===== config.mk =====
export PLATFORM = sky130hd
export DESIGN_NAME = rvc_asap_mem_loader_flat
export DESIGN_NICKNAME = d
export VERILOG_FILES = /design/src/rtl/rvc_asap_mem_loader_if.sv /design/src/rtl/rvc_asap_mem_loader.sv /design/src/flat_wrapper.sv
export SDC_FILE = /design/constraint.sdc
export NUM_CORES = 1
export LEC_CHECK = 0
export ABC_AREA = 1
export ABC_CLOCK_PERIOD_IN_PS = 3400
export BUFFER_PORTS_ARGS = -buffer_cell sky130_fd_sc_hd__buf_2
export CORE_MARGIN = 3
export CORE_UTILIZATION = 55
export DETAILED_ROUTE_END_ITERATION = 12
export GPL_TIMING_DRIVEN = 0
export MAX_ROUTING_LAYER = met4
export PLACE_DENSITY = 0.77
export SLEW_MARGIN = 25
export SYNTH_ARGS = -nofsm -noshare
export SYNTH_HDL_FRONTEND = slang
export SYNTH_SLANG_ARGS = --single-unit

===== constraint.sdc =====
create_clock -name Clock -period 3.4 [get_ports Clock]
set_input_delay 0.68 -clock Clock [delete_from_list [all_inputs] [get_ports Clock]]
set_output_delay 0.68 -clock Clock [all_outputs]
set_load 0.01 [all_outputs]

===== src/rtl/rvc_asap_mem_loader_if.sv =====
// Bundles the loader's host byte stream, memory write port and core run-control signals.
// slave: the loader itself; master: the host/core/memory side that drives it.
interface rvc_asap_mem_loader_if;
   logic        InValid;
   logic [7:0]  InData;
   logic        InReady;
   logic        MemWrEn;
   logic [31:0] MemWrAddr;
   logic [31:0] MemWrData;
   logic [3:0]  MemByteEn;
   logic        CoreRst;
   logic [31:0] Instruction101H;
   logic        EbreakSeen;
   logic        ErrRange;
   logic        ErrCmd;
   logic [31:0] RunCycles;

   modport slave (
      input  InValid, InData, Instruction101H,
      output InReady, MemWrEn, MemWrAddr, MemWrData, MemByteEn,
             CoreRst, EbreakSeen, ErrRange, ErrCmd, RunCycles
   );

   modport master (
      output InValid, InData, Instruction101H,
      input  InReady, MemWrEn, MemWrAddr, MemWrData, MemByteEn,
             CoreRst, EbreakSeen, ErrRange, ErrCmd, RunCycles
   );
endinterface


===== src/rtl/rvc_asap_mem_loader.sv =====
// Host program loader: turns a command/address/length/payload byte stream into
// word writes with byte enables, and runs the core until it retires an ebreak.
module rvc_asap_mem_loader #(
   parameter logic [31:0] MEM_MSB       = 32'h0000_1FFF,
   parameter logic [7:0]  CMD_WRITE     = 8'hA1,
   parameter logic [7:0]  CMD_RUN       = 8'hA2,
   parameter logic [31:0] EBREAK_OPCODE = 32'h0010_0073
) (
   input  logic                        Clock,
   input  logic                        Rst,
   rvc_asap_mem_loader_if.slave        bus
);

   typedef enum logic [2:0] {
      S_IDLE = 3'd0,
      S_ADDR = 3'd1,
      S_LEN  = 3'd2,
      S_DATA = 3'd3,
      S_RUN  = 3'd4
   } state_t;

   state_t      state_q, state_d;
   logic [1:0]  cnt_q, cnt_d;
   logic [31:0] addr_q, addr_d;
   logic [15:0] len_q, len_d;
   logic [31:0] asm_data_q, asm_data_d;
   logic [3:0]  asm_be_q, asm_be_d;
   logic        wr_en_q, wr_en_d;
   logic [31:0] wr_addr_q, wr_addr_d;
   logic [31:0] wr_data_q, wr_data_d;
   logic [3:0]  wr_be_q, wr_be_d;
   logic        core_rst_q, core_rst_d;
   logic        ebreak_q, ebreak_d;
   logic        err_range_q, err_range_d;
   logic        err_cmd_q, err_cmd_d;
   logic [31:0] run_cycles_q, run_cycles_d;

   logic        in_ready;
   logic        take;
   logic        in_range;
   logic [1:0]  lane;
   logic [31:0] merged_data;
   logic [3:0]  merged_be;

   // Payload byte merged into the assembly word; out-of-range bytes leave their lane disabled.
   always_comb begin
      lane        = addr_q[1:0];
      in_range    = (addr_q <= MEM_MSB);
      merged_data = asm_data_q;
      merged_be   = asm_be_q;
      if (in_range) begin
         merged_data[{lane, 3'b000} +: 8] = bus.InData;
         merged_be[lane]                  = 1'b1;
      end
   end

   assign in_ready = (state_q != S_RUN);
   assign take     = bus.InValid && in_ready;

   always_comb begin
      state_d      = state_q;
      cnt_d        = cnt_q;
      addr_d       = addr_q;
      len_d        = len_q;
      asm_data_d   = asm_data_q;
      asm_be_d     = asm_be_q;
      wr_en_d      = 1'b0;
      wr_addr_d    = wr_addr_q;
      wr_data_d    = wr_data_q;
      wr_be_d      = wr_be_q;
      core_rst_d   = core_rst_q;
      ebreak_d     = ebreak_q;
      err_range_d  = err_range_q;
      err_cmd_d    = err_cmd_q;
      run_cycles_d = run_cycles_q;

      case (state_q)
         S_IDLE: begin
            if (take) begin
               if (bus.InData == CMD_WRITE) begin
                  state_d     = S_ADDR;
                  cnt_d       = 2'd0;
                  asm_data_d  = '0;
                  asm_be_d    = '0;
                  err_range_d = 1'b0;
                  err_cmd_d   = 1'b0;
               end else if (bus.InData == CMD_RUN) begin
                  state_d      = S_RUN;
                  core_rst_d   = 1'b0;
                  ebreak_d     = 1'b0;
                  run_cycles_d = '0;
               end else begin
                  err_cmd_d = 1'b1;
               end
            end
         end
         S_ADDR: begin
            if (take) begin
               // Little-endian: each new byte enters at the top and shifts down.
               addr_d = {bus.InData, addr_q[31:8]};
               cnt_d  = cnt_q + 2'd1;
               if (cnt_q == 2'd3) begin
                  state_d = S_LEN;
                  cnt_d   = 2'd0;
               end
            end
         end
         S_LEN: begin
            if (take) begin
               len_d = {bus.InData, len_q[15:8]};
               cnt_d = cnt_q + 2'd1;
               if (cnt_q == 2'd1) begin
                  cnt_d   = 2'd0;
                  state_d = (len_d == 16'd0) ? S_IDLE : S_DATA;
               end
            end
         end
         S_DATA: begin
            if (take) begin
               if (!in_range) begin
                  err_range_d = 1'b1;
               end
               addr_d = addr_q + 32'd1;
               len_d  = len_q - 16'd1;
               if (lane == 2'd3 || len_q == 16'd1) begin
                  asm_data_d = '0;
                  asm_be_d   = '0;
                  if (merged_be != 4'd0) begin
                     wr_en_d   = 1'b1;
                     wr_addr_d = {addr_q[31:2], 2'b00};
                     wr_data_d = merged_data;
                     wr_be_d   = merged_be;
                  end
                  if (len_q == 16'd1) begin
                     state_d = S_IDLE;
                  end
               end else begin
                  asm_data_d = merged_data;
                  asm_be_d   = merged_be;
               end
            end
         end
         S_RUN: begin
            if (run_cycles_q != 32'hFFFF_FFFF) begin
               run_cycles_d = run_cycles_q + 32'd1;
            end
            if (bus.Instruction101H == EBREAK_OPCODE) begin
               ebreak_d   = 1'b1;
               core_rst_d = 1'b1;
               state_d    = S_IDLE;
            end
         end
         default: begin
            state_d = S_IDLE;
         end
      endcase
   end

   always_ff @(posedge Clock or negedge Rst) begin
      if (!Rst) begin
         state_q      <= S_IDLE;
         cnt_q        <= '0;
         addr_q       <= '0;
         len_q        <= '0;
         asm_data_q   <= '0;
         asm_be_q     <= '0;
         wr_en_q      <= 1'b0;
         wr_addr_q    <= '0;
         wr_data_q    <= '0;
         wr_be_q      <= '0;
         core_rst_q   <= 1'b1;
         ebreak_q     <= 1'b0;
         err_range_q  <= 1'b0;
         err_cmd_q    <= 1'b0;
         run_cycles_q <= '0;
      end else begin
         state_q      <= state_d;
         cnt_q        <= cnt_d;
         addr_q       <= addr_d;
         len_q        <= len_d;
         asm_data_q   <= asm_data_d;
         asm_be_q     <= asm_be_d;
         wr_en_q      <= wr_en_d;
         wr_addr_q    <= wr_addr_d;
         wr_data_q    <= wr_data_d;
         wr_be_q      <= wr_be_d;
         core_rst_q   <= core_rst_d;
         ebreak_q     <= ebreak_d;
         err_range_q  <= err_range_d;
         err_cmd_q    <= err_cmd_d;
         run_cycles_q <= run_cycles_d;
      end
   end

   assign bus.InReady    = in_ready;
   assign bus.MemWrEn    = wr_en_q;
   assign bus.MemWrAddr  = wr_addr_q;
   assign bus.MemWrData  = wr_data_q;
   assign bus.MemByteEn  = wr_be_q;
   assign bus.CoreRst    = core_rst_q;
   assign bus.EbreakSeen = ebreak_q;
   assign bus.ErrRange   = err_range_q;
   assign bus.ErrCmd     = err_cmd_q;
   assign bus.RunCycles  = run_cycles_q;

endmodule


===== src/flat_wrapper.sv =====
// flat-port wrapper written by rule: the top's interface ports become plain ports
module rvc_asap_mem_loader_flat 
#(
   parameter logic [31:0] MEM_MSB       = 32'h0000_1FFF,
   parameter logic [7:0]  CMD_WRITE     = 8'hA1,
   parameter logic [7:0]  CMD_RUN       = 8'hA2,
   parameter logic [31:0] EBREAK_OPCODE = 32'h0010_0073
)
  (Clock, Rst, bus_InValid, bus_InData, bus_Instruction101H, bus_InReady, bus_MemWrEn, bus_MemWrAddr, bus_MemWrData, bus_MemByteEn, bus_CoreRst, bus_EbreakSeen, bus_ErrRange, bus_ErrCmd, bus_RunCycles);
  rvc_asap_mem_loader_if bus_i ();
  input  logic Clock;
  input  logic Rst;
  input wire logic [$bits(bus_i.InValid)-1:0] bus_InValid;
  input wire logic [$bits(bus_i.InData)-1:0] bus_InData;
  input wire logic [$bits(bus_i.Instruction101H)-1:0] bus_Instruction101H;
  output wire logic [$bits(bus_i.InReady)-1:0] bus_InReady;
  output wire logic [$bits(bus_i.MemWrEn)-1:0] bus_MemWrEn;
  output wire logic [$bits(bus_i.MemWrAddr)-1:0] bus_MemWrAddr;
  output wire logic [$bits(bus_i.MemWrData)-1:0] bus_MemWrData;
  output wire logic [$bits(bus_i.MemByteEn)-1:0] bus_MemByteEn;
  output wire logic [$bits(bus_i.CoreRst)-1:0] bus_CoreRst;
  output wire logic [$bits(bus_i.EbreakSeen)-1:0] bus_EbreakSeen;
  output wire logic [$bits(bus_i.ErrRange)-1:0] bus_ErrRange;
  output wire logic [$bits(bus_i.ErrCmd)-1:0] bus_ErrCmd;
  output wire logic [$bits(bus_i.RunCycles)-1:0] bus_RunCycles;
  assign bus_i.InValid = bus_InValid;
  assign bus_i.InData = bus_InData;
  assign bus_i.Instruction101H = bus_Instruction101H;
  assign bus_InReady = bus_i.InReady;
  assign bus_MemWrEn = bus_i.MemWrEn;
  assign bus_MemWrAddr = bus_i.MemWrAddr;
  assign bus_MemWrData = bus_i.MemWrData;
  assign bus_MemByteEn = bus_i.MemByteEn;
  assign bus_CoreRst = bus_i.CoreRst;
  assign bus_EbreakSeen = bus_i.EbreakSeen;
  assign bus_ErrRange = bus_i.ErrRange;
  assign bus_ErrCmd = bus_i.ErrCmd;
  assign bus_RunCycles = bus_i.RunCycles;
  rvc_asap_mem_loader #(.MEM_MSB(MEM_MSB), .CMD_WRITE(CMD_WRITE), .CMD_RUN(CMD_RUN), .EBREAK_OPCODE(EBREAK_OPCODE)) u_core (.Clock(Clock), .Rst(Rst), .bus(bus_i));
endmodule

==> Word-level counts from Yosys, hierarchy flattened <==
Cells that the tools add are included.
{ "word_totals": {"wordCells": 138, "output_inout_bits": 106, "input_bits": 43, "regBits": 192} }
{ "op_classes": {"eq_ne": 29, "shift": 2, "n_lt_le_gt_ge": 3, "n_reduce_logical": 21, "mux": 62, "bitwise": 1, "add_sub_neg": 5} }
{ "ops": {"columns": ["op", "n"], "rows": [
  ["32-bit 2-to-1 mux", 11],
  ["32-bit one-hot mux with 2 select lines", 3],
  ["32-bit by 1-bit adder with 32-bit output (second input constant)", 2],
  ["3-bit 2-to-1 mux", 11],
  ["32-bit bitwise mux", 1],
  ["32-bit by 21-bit equality test with 1-bit output (second input constant)", 1],
  ["32-bit by 13-bit less-or-equal comparator with 1-bit output (second input constant)", 1],
  ["16-bit 2-to-1 mux", 2],
  ["32-bit inequality test (second input constant)", 1],
  ["16-bit one-hot mux with 2 select lines", 1],
  ["8-bit by 7-bit variable shift with 32-bit output (first input constant)", 1],
  ["8-bit by 7-bit indexed part select with 32-bit output", 1],
  ["2-bit by 1-bit inequality test with 1-bit output (second input constant)", 13],
  ["4-bit 2-to-1 mux", 5],
  ["5-bit AND reduction", 4],
  ["16-bit by 1-bit equality test with 1-bit output (second input constant)", 1],
  ["8-bit equality test (second input constant)", 2],
  ["16-bit logical NOT", 1],
  ["16-bit by 1-bit subtractor with 16-bit output (second input constant)", 1],
  ["1-bit 2-to-1 mux", 15],
  ["3-bit one-hot mux with 5 select lines", 1],
  ["2-bit 2-to-1 mux", 7],
  ["10-bit AND reduction", 1],
  ["3-bit AND reduction", 3],
  ["24 further kinds", 33]
]} }

==> Logic depth before layout (Yosys ltp) <==
Gate-level depths: netlist of the first run.
{ "depth": {"ltp_word": 11, "depth_mapped": 12, "depth_no_buf": 11} }

==> Worst setup path after synthesis of the first run <==
OpenSTA, ideal clock, no wires.
{ "synth_timing": {"path_type": "register -> register", "from": "register u_core.addr_q[0]", "to": "register u_core.wr_data_q[16], in the netlist u_core.bus.MemWrData[16]", "required_time_ns": 3.335, "stages_incl_launch_ff": 12, "n_path_buf": 1, "setup_ns": 0.065, "path_slack_ns": 1.199, "arrival_ns": 2.136, "period_less_slack_ns": 2.201, "cell_sequence": "dfrtp_1 -> clkbuf_1 -> inv_1 -> ha_1 -> inv_1 -> nor2_1 -> inv_1 -> nor3_1 -> nand2_1 -> o21ai_0 -> nand3_1 -> nand2_1"} }
{ "synth_via": {"elab_chain_cells": 8, "elab_cells_between_ends": 17, "cone_classes": "add/sub (1); order compare (3); eq/ne (1); shift (2); mux (5); bitwise (1); reduce/logical (4)"} }
{ "synth_lines": {"columns": ["element", "line_no", "rtl"], "rows": [
  ["from (decl)", "rvc_asap_mem_loader.sv:24", "logic [31:0] addr_q, addr_d;"],
  ["from (signal assigned)", "rvc_asap_mem_loader.sv:179", "addr_q <= addr_d;"],
  ["parallel branches: the longest is 8 deep, another holds 32-bit by 13-bit less-or-equal comparator with 1-bit output", null, null],
  ["to (signal assigned)", "rvc_asap_mem_loader.sv:185", "wr_data_q <= wr_data_d;"],
  ["to (decl)", "rvc_asap_mem_loader.sv:30", "logic [31:0] wr_data_q, wr_data_d;"]
]} }
Several ways; the timed one is not identified.
A chain may end at the register's enable or synchronous reset.

==> Final worst setup path of the first run <==
{ "layout_timing": {"from": "register u_core.state_q[0]", "to": "output port bus_InReady"} }
{ "layout_via": {"elab_chain_cells": 1} }
{ "layout_lines": {"columns": ["element", "line_no", "rtl"], "rows": [
  ["from (decl)", "rvc_asap_mem_loader.sv:22", "state_t state_q, state_d;"],
  ["from (signal assigned)", "rvc_asap_mem_loader.sv:177", "state_q <= state_d;"],
  ["3-bit inequality test", "rvc_asap_mem_loader.sv:57", "assign in_ready = (state_q != S_RUN);"],
  ["to (decl)", "flat_wrapper.sv:16", "output wire logic [$bits(bus_i.InReady)-1:0] bus_InReady;"]
]} }
Every way passes these cells.

==> results of run 1 <==
layer usage:
layer / vias up / wire length [um]
met4: 0 / 822
met3: 66 / 2950
met1: 5213 / 13940
li1: 5401 / -
met2: 535 / 14670
met5: - / 0
cells in the final DEF (no fill, tap or decap), types with 2 or more instances in the layout:
cell / n
a21boi_1: 8
a21oi_1: 46
a21oi_2: 2
a221oi_1: 2
a22oi_1: 2
a2bb2oi_1: 2
buf_1: 4
buf_16: 2
buf_2: 160
buf_4: 11
buf_6: 8
clkbuf_1: 23
clkbuf_16: 17
clkbuf_8: 2
clkinv_4: 3
clkinvlp_4: 2
conb_1: 2
dfrtp_1: 191
ha_1: 13
inv_1: 139
inv_2: 10
inv_6: 4
inv_8: 2
nand2_1: 515
nand2_2: 5
nand3_1: 158
nand3_2: 2
nand4_1: 18
nor2_1: 153
nor2_2: 7
nor2_4: 4
nor3_1: 39
nor4_1: 2
o21ai_0: 101
o21ai_1: 41
o22ai_1: 5
xnor2_1: 6
xor2_1: 28
area by class of cell:
type | instances | area share
Multi-Input combinational cell | 1172 | 0.4227
Sequential cell | 192 | 0.3740
Timing Repair Buffer | 148 | 0.06192
Inverter | 150 | 0.04381
Clock buffer | 19 | 0.03524
Buffer | 61 | 0.02716
Tap cell | 265 | 0.02580
Clock inverter | 13 | 0.009347
report_power, final:
part           internal [uW]  switching, uW  total [uW]
clock                   1000            966        1970
sequential              2550            278        2820
combinational            589           1250        1840
registers in the layout, indices dropped and copies added (netlist names), 2 cells and up:
signal and count:
u_core.bus.MemWrData 32, u_core.state_q 3, u_core.asm_be_q 4, u_core.bus.MemByteEn 4
u_core.bus.MemWrAddr 30, u_core.asm_data_q 32, u_core.len_q 16, u_core.addr_q 32
u_core.bus.RunCycles 32, u_core.cnt_q 2
stage by stage:
step | hold WS, ns | instances | TNS (ns) | power (uW)
CTS | 0.08198 | 2020 | 0 | 6647
global route | 0.08379 | 2020 | 0 | 7020
detailed placement | 0.4530 | 1988 | 0 | 4677
finish | 0.08454 | 2020 | 0 | 6633
floorplan | 0.3844 | 1575 | 0 | 4010
global placement | 0.4486 | 1986 | -286.95 | 4606
worst max path at each step:
stage,endpoint,slack [ns],depth (start not counted)
final,bus_InReady,0.45,6
after global placement,u_core.bus.RunCycles[28]$_DFFE_PN0P_,-1.52,1
after floorplan,u_core.bus.MemWrData[16]$_DFFE_PN0P_,1.20,11
after global routing,u_core.asm_data_q[17]$_DFFE_PN0P_,0.26,11
after detailed placement,u_core.asm_data_q[19]$_DFFE_PN0P_,0.57,11
after CTS,bus_InReady,0.48,6
cells by family after synthesis:
| kind of cell | synth area share |
|---|---|
| adders and majority gates | 0.01459 |
| other | 0.0003364 |
| xor gates and xnor gates | 0.02671 |
| AOI/OAI and AO/OA | 0.1016 |
| and+or+nand+nor | 0.3438 |
| buffers and inverters | 0.08183 |
| DFF | 0.4311 |
worst max-delay path: stages, from the launching register on:
cell and delay [ns]:
dfrtp_1 0.32, buf_2 0.25, nor2_1 0.11, nand2_1 0.18, clkbuf_1 0.41, clkbuf_1 0.37
buf_2 0.20
==> results.json, run 1 <==
{
  "io_buffers": 146,
  "min_path_type": "primary input to asynchronous set/reset pin",
  "io_pins": 149,
  "postLayoutCellArea_mm2": 0.01285,
  "fp.dieW_um": 148.4,
  "tightest_slew_ns": 0.7474,
  "grt_use_met1": 0.4196,
  "cts_buffers": 17,
  "synth_seq_cells": 192,
  "reg2regPathDepth": 11,
  "grt.busiest_layer": "met2",
  "drv_cap": 0,
  "ys_seq_area_frac": 0.4311,
  "outcome": "finished, final reports clean",
  "grt_setup_unrepaired": "false",
  "coreArea_mm2": 0.01972,
  "initial_core_util": 0.5653,
  "slew_headroom": 0.5017,
  "clk_pin_slew_ns": 0.07,
  "required_ns": 2.72,
  "nets": 1798,
  "setup-violations-final": 0,
  "via_per_inst": 5.552,
  "netlist_instances": 1574,
  "async_flop_share": 1.000,
  "grt_max_degree": 93,
  "synth_warnings": 0,
  "fillers": 1778,
  "placedInstanceArea_mm2": 0.01228,
  "ant_nets": 0,
  "pre_cts_ws_ns": 0.5741,
  "post-route-period-util": 0.8677,
  "post-route-util": 0.6518,
  "hpwl_mm": 24.74,
  "firstDrtPassIters": 5,
  "grtUsageMet2": 0.4704,
  "drc": 0,
  "crit_start": "u_core.state_q[0]$_DFFE_PN0P_",
  "cts_resized": 0,
  "worstSetupPathType": "flop to primary output",
  "netlist_area_mm2": 0.01115,
  "slew_viol_final": 0,
  "overflow": 0,
  "routabilityCongestion": 0.9967,
  "grtUsageMet3": 0.05576,
  "ys_types": 44,
  "peakVddDrop_v": 0.0003983,
  "detail_route.iter0.violations": 1316,
  "row_count": 51,
  "power.density_mw_per_mm2": 516.2,
  "cp_max_fo": 10,
  "cts_tree": "built",
  "clock.fmax_mhz": 339.0,
  "grt_pass1_vias": 10400,
  "rrSetupSlack_ns": 0.56,
  "synth_edf_count": 0,
  "cts-htree-levels": 4,
  "cts_root_buf": "clkbuf_16",
  "grt_antenna_before_repair": 0,
  "arrival_ns": 2.27,
  "clockBufferDepth": 2,
  "synth_area_leaders": "dfrtp_1 (43%), nand2_1 (17%), nand3_1 (7.1%), nor2_1 (5.2%), inv_1 (4.7%)",
  "n_antenna_cell": 0,
  "skew_ns": 0.009108,
  "r2r-end": "u_core.asm_data_q[19]$_DFFE_PN0P_",
  "grt_pass1_wl_mm": 52.94,
  "wire_per_inst_um": 16.03,
  "synth_top_area_cell": "dfrtp_1",
  "cts_hold_buf": 0,
  "timing.rr.start": "u_core.addr_q[0]$_DFFE_PN0P_",
  "postCtsSetupBuffers": 0,
  "dieHeight_um": 148.4,
  "final_hold_viol_count": 0,
  "synth.avg_cell_area_um2": 7.082,
  "power.leakage_uw": 0.006753,
  "via_count": 11220,
  "worstSkewPairLatency_ns": 0.44,
  "min_period_ns": 2.950,
  "die-area_mm2": 0.02201,
  "synth-main-ff-cell": "dfrtp_1",
  "end_kind": "primary output",
  "multi_input_area_mm2": 0.005433,
  "yosys-top-cells-count": "nand2_1 (515), dfrtp_1 (191), nand3_1 (158)",
  "synth_top_area_share": 0.4288,
  "fin_ws_ns": 0.4497,
  "final-seq-area_mm2": 0.004806,
  "drive_gt1_frac": 0.1419,
  "area_delta_synth_final_pct": 15.29,
  "start_kind": "flop",
  "synth.most_common_cell": "nand2_1",
  "track_usage": 0.3075,
  "cts_sinks": 192,
  "routed_wl_mm": 32.39
}
Power figures use the tool's default switching activity.
==> run 2, diff against run 1 <==
Settings changed: ABC_AREA 1 to 0.
==> results.json, run 2 <==
{
  "p_int_uw": 4473,
  "coreArea_mm2": 0.01748,
  "p_total_uw": 7136,
  "synth_warnings": 0,
  "initial_core_util": 0.5669,
  "firstDrtPassIters": 6,
  "synth.most_common_cell": "dfrtp_1",
  "io_pins": 149,
  "hpwl_mm": 19.06,
  "row_count": 48,
  "arrival_ns": 3.58,
  "pre_cts_ws_ns": -0.1424,
  "drv_cap": 0,
  "end_kind": "flop",
  "routabilityCongestion": 0.9303,
  "sw_frac_of_total": 0.3732,
  "required_ns": 3.73,
  "cts_root_buf": "clkbuf_16",
  "crit_path_end": "u_core.bus.MemWrData[31]$_DFFE_PN0P_",
  "cts-htree-levels": 4,
  "skew_ns": 0.009899,
  "fin_ws_ns": 0.1448,
  "synth_top_family_by_area": "compound AO/OA/AOI/OAI gates",
  "synth-compound-area-share": 0.1952,
  "n_antenna_cell": 0,
  "ys_types": 76,
  "grt_setup_unrepaired": "false",
  "synth_top_area_share": 0.4824,
  "ys_seq_area_frac": 0.4850,
  "synth_top_area_cell": "dfrtp_1",
  "postLayoutCellArea_mm2": 0.01159,
  "via_count": 8796,
  "routed_wl_mm": 26.95,
  "p_switching_uw": 2663,
  "r2r-end": "u_core.bus.MemWrData[31]$_DFFE_PN0P_",
  "min_period_ns": 3.255,
  "worstSetupPathType": "flop to flop",
  "io_buffers": 145,
  "netlist_instances": 976,
  "synth-main-ff-cell": "dfrtp_1",
  "cts_sinks": 192,
  "synth.avg_cell_area_um2": 10.15,
  "drc": 0,
  "cts_buffers": 17,
  "nets": 1199,
  "netlist_area_mm2": 0.009908,
  "wire_per_inst_um": 19.53,
  "synth_area_leaders": "dfrtp_1 (48%), mux2_2 (7.0%), a22o_1 (3.8%), a21oi_1 (3.5%), nor2_1 (2.6%)",
  "rrSetupSlack_ns": 0.14,
  "post-route-util": 0.6634,
  "die-area_mm2": 0.01966,
  "timing.rr.start": "u_core.addr_q[0]$_DFFE_PN0P_",
  "placedInstanceArea_mm2": 0.01100,
  "clockBufferDepth": 2,
  "pwr-share-comb": 0.280,
  "layout_common_cells": "dfrtp_1 (191), buf_2 (152), a21oi_1 (70)",
  "cts_tree": "built",
  "outcome": "finished, final reports clean",
  "power.leakage_uw": 0.005456,
  "power.density_mw_per_mm2": 615.5,
  "crit_start": "u_core.addr_q[0]$_DFFE_PN0P_",
  "setup-violations-final": 0,
  "track_usage": 0.2842,
  "detail_route.iter0.violations": 903,
  "grt_pass1_vias": 8285,
  "grt_antenna_before_repair": 0,
  "fillers": 1396,
  "grt_max_degree": 88,
  "ant_nets": 0,
  "synth_edf_count": 0,
  "synth_seq_cells": 192,
  "min_path_type": "primary input to asynchronous set/reset pin",
  "p_clk_frac": 0.283,
  "synth_fa_ha_area_frac": 0.01642,
  "post-route-period-util": 0.9574,
  "tightest_slew_ns": 0.9204,
  "cts_hold_buf": 0,
  "postCtsSetupBuffers": 0,
  "peakVddDrop_v": 0.0004192,
  "clk_pin_slew_ns": 0.07,
  "drive_gt1_frac": 0.2476,
  "worstSkewPairLatency_ns": 0.44,
  "grt_pass1_wl_mm": 44.07,
  "async_flop_share": 1.000,
  "slew_headroom": 0.3705,
  "cp_max_fo": 10,
  "final_hold_viol_count": 0,
  "pwr-share-seq": 0.437,
  "overflow": 0,
  "synth_xor_area_frac": 0.001768,
  "via_per_inst": 6.374,
  "slew_viol_final": 0,
  "yosys.area_share.simple": 0.1749,
  "clock.fmax_mhz": 307.2,
  "fp.dieW_um": 140.2,
  "yosys-top-cells-count": "dfrtp_1 (191), a21oi_1 (70), nor2_1 (68)",
  "dieHeight_um": 140.2,
  "reg2regPathDepth": 7,
  "start_kind": "flop",
  "synth_mux_area_frac": 0.08663,
  "layout_commonest_cell": "dfrtp_1",
  "area_delta_synth_final_pct": 17.02
}
-- run 2: cell count changes after synthesis, moves of 62 or more --
cell	before	now
nand3_1	158	29
o21ai_0	101	38
nand2_1	515	59
inv_1	139	37
mux2_2	0	62
nor2_1	153	68
-- run 2: worst min path at each step --
| stage | from | endpoint | slack [ns] | cells after the start |
|---|---|---|---|---|
| 6_report | Rst | u_core.bus.RunCycles[17]$_DFFE_PN0P_ | 0.12 | 1 |
| 5_1_grt | Rst | u_core.bus.RunCycles[17]$_DFFE_PN0P_ | 0.13 | 1 |
| 4_1_cts | Rst | u_core.bus.RunCycles[17]$_DFFE_PN0P_ | 0.13 | 1 |
| 3_5_place_dp | u_core.asm_data_q[29]$_DFFE_PN0P_ | u_core.asm_data_q[29]$_DFFE_PN0P_ | 0.48 | 2 |
| 3_3_place_gp | u_core.asm_data_q[31]$_DFFE_PN0P_ | u_core.asm_data_q[31]$_DFFE_PN0P_ | 0.47 | 2 |
| 2_1_floorplan | Rst | u_core.addr_q[0]$_DFFE_PN0P_ | 0.38 | 0 |
-- run 2: cells by family (layout without fill, tap and decap cells) --
group	Yosys count	in the layout
simple gates	316	316
compound gates	279	279
flops	192	192
buf+inv	95	273
mux	78	78
fa+ha+maj	13	13
xor+xnor	2	2
other cells	1	2
-- run 2: stage by stage --
stage / hold WS, ns / cells / TNS [ns]
4_1_cts: 0.1315 / 1380 / 0
3_5_place_dp: 0.4789 / 1349 / -4.529
6_report: 0.1176 / 1380 / 0
5_1_grt: 0.1346 / 1380 / 0
2_1_floorplan: 0.3844 / 977 / 0
3_3_place_gp: 0.4698 / 1347 / -279.30
-- run 2: timing repair --
item	4_1_cts	5_1_grt
pin swaps	0	0
hold endpoints to repair	0	0
endpoints found under the setup margin	36	46
gates resized for setup	1	2
-- run 2: cell type report --
type                       instances  area [um^2]  area share
clock buffer                      19        452.9     0.03906
clock inverter                    12        132.6     0.01144
sequential                       192         4806      0.4145
buffer                            58        255.2     0.02201
multi-input combinational        690         4737      0.4085
timing repair buffer             147        790.8     0.06820
inverter                          37        138.9     0.01198
tap                              225        281.5     0.02428
-- run 2: critical path, stage by stage (launching register included) --
cell and delay (ns):
dfrtp_1 0.55, inv_1 0.24, ha_1 0.35, or3_1 0.36, o211a_1 0.23, o31ai_2 0.36, clkbuf_1 0.63, mux2_2 0.41
-- run 2: routing by layer --
metal  global-route usage  wire length (um)  vias up
met5                    -                 0        -
met4               0.1096               739        0
met3              0.04165              1871       64
met2               0.4234             12600      407
met1               0.3971             11730     4286
li1                     -                 -     4039
-- run 2: power groups by stage --
stage,clock [uW],sequential [uW],combinational (uW)
2_1_floorplan,0,2980,1420
3_3_place_gp,0,3130,1890
3_5_place_dp,0,3140,1950
4_1_cts,2030,3100,1970
5_1_grt,2130,3160,2230
6_report,2020,3120,2000
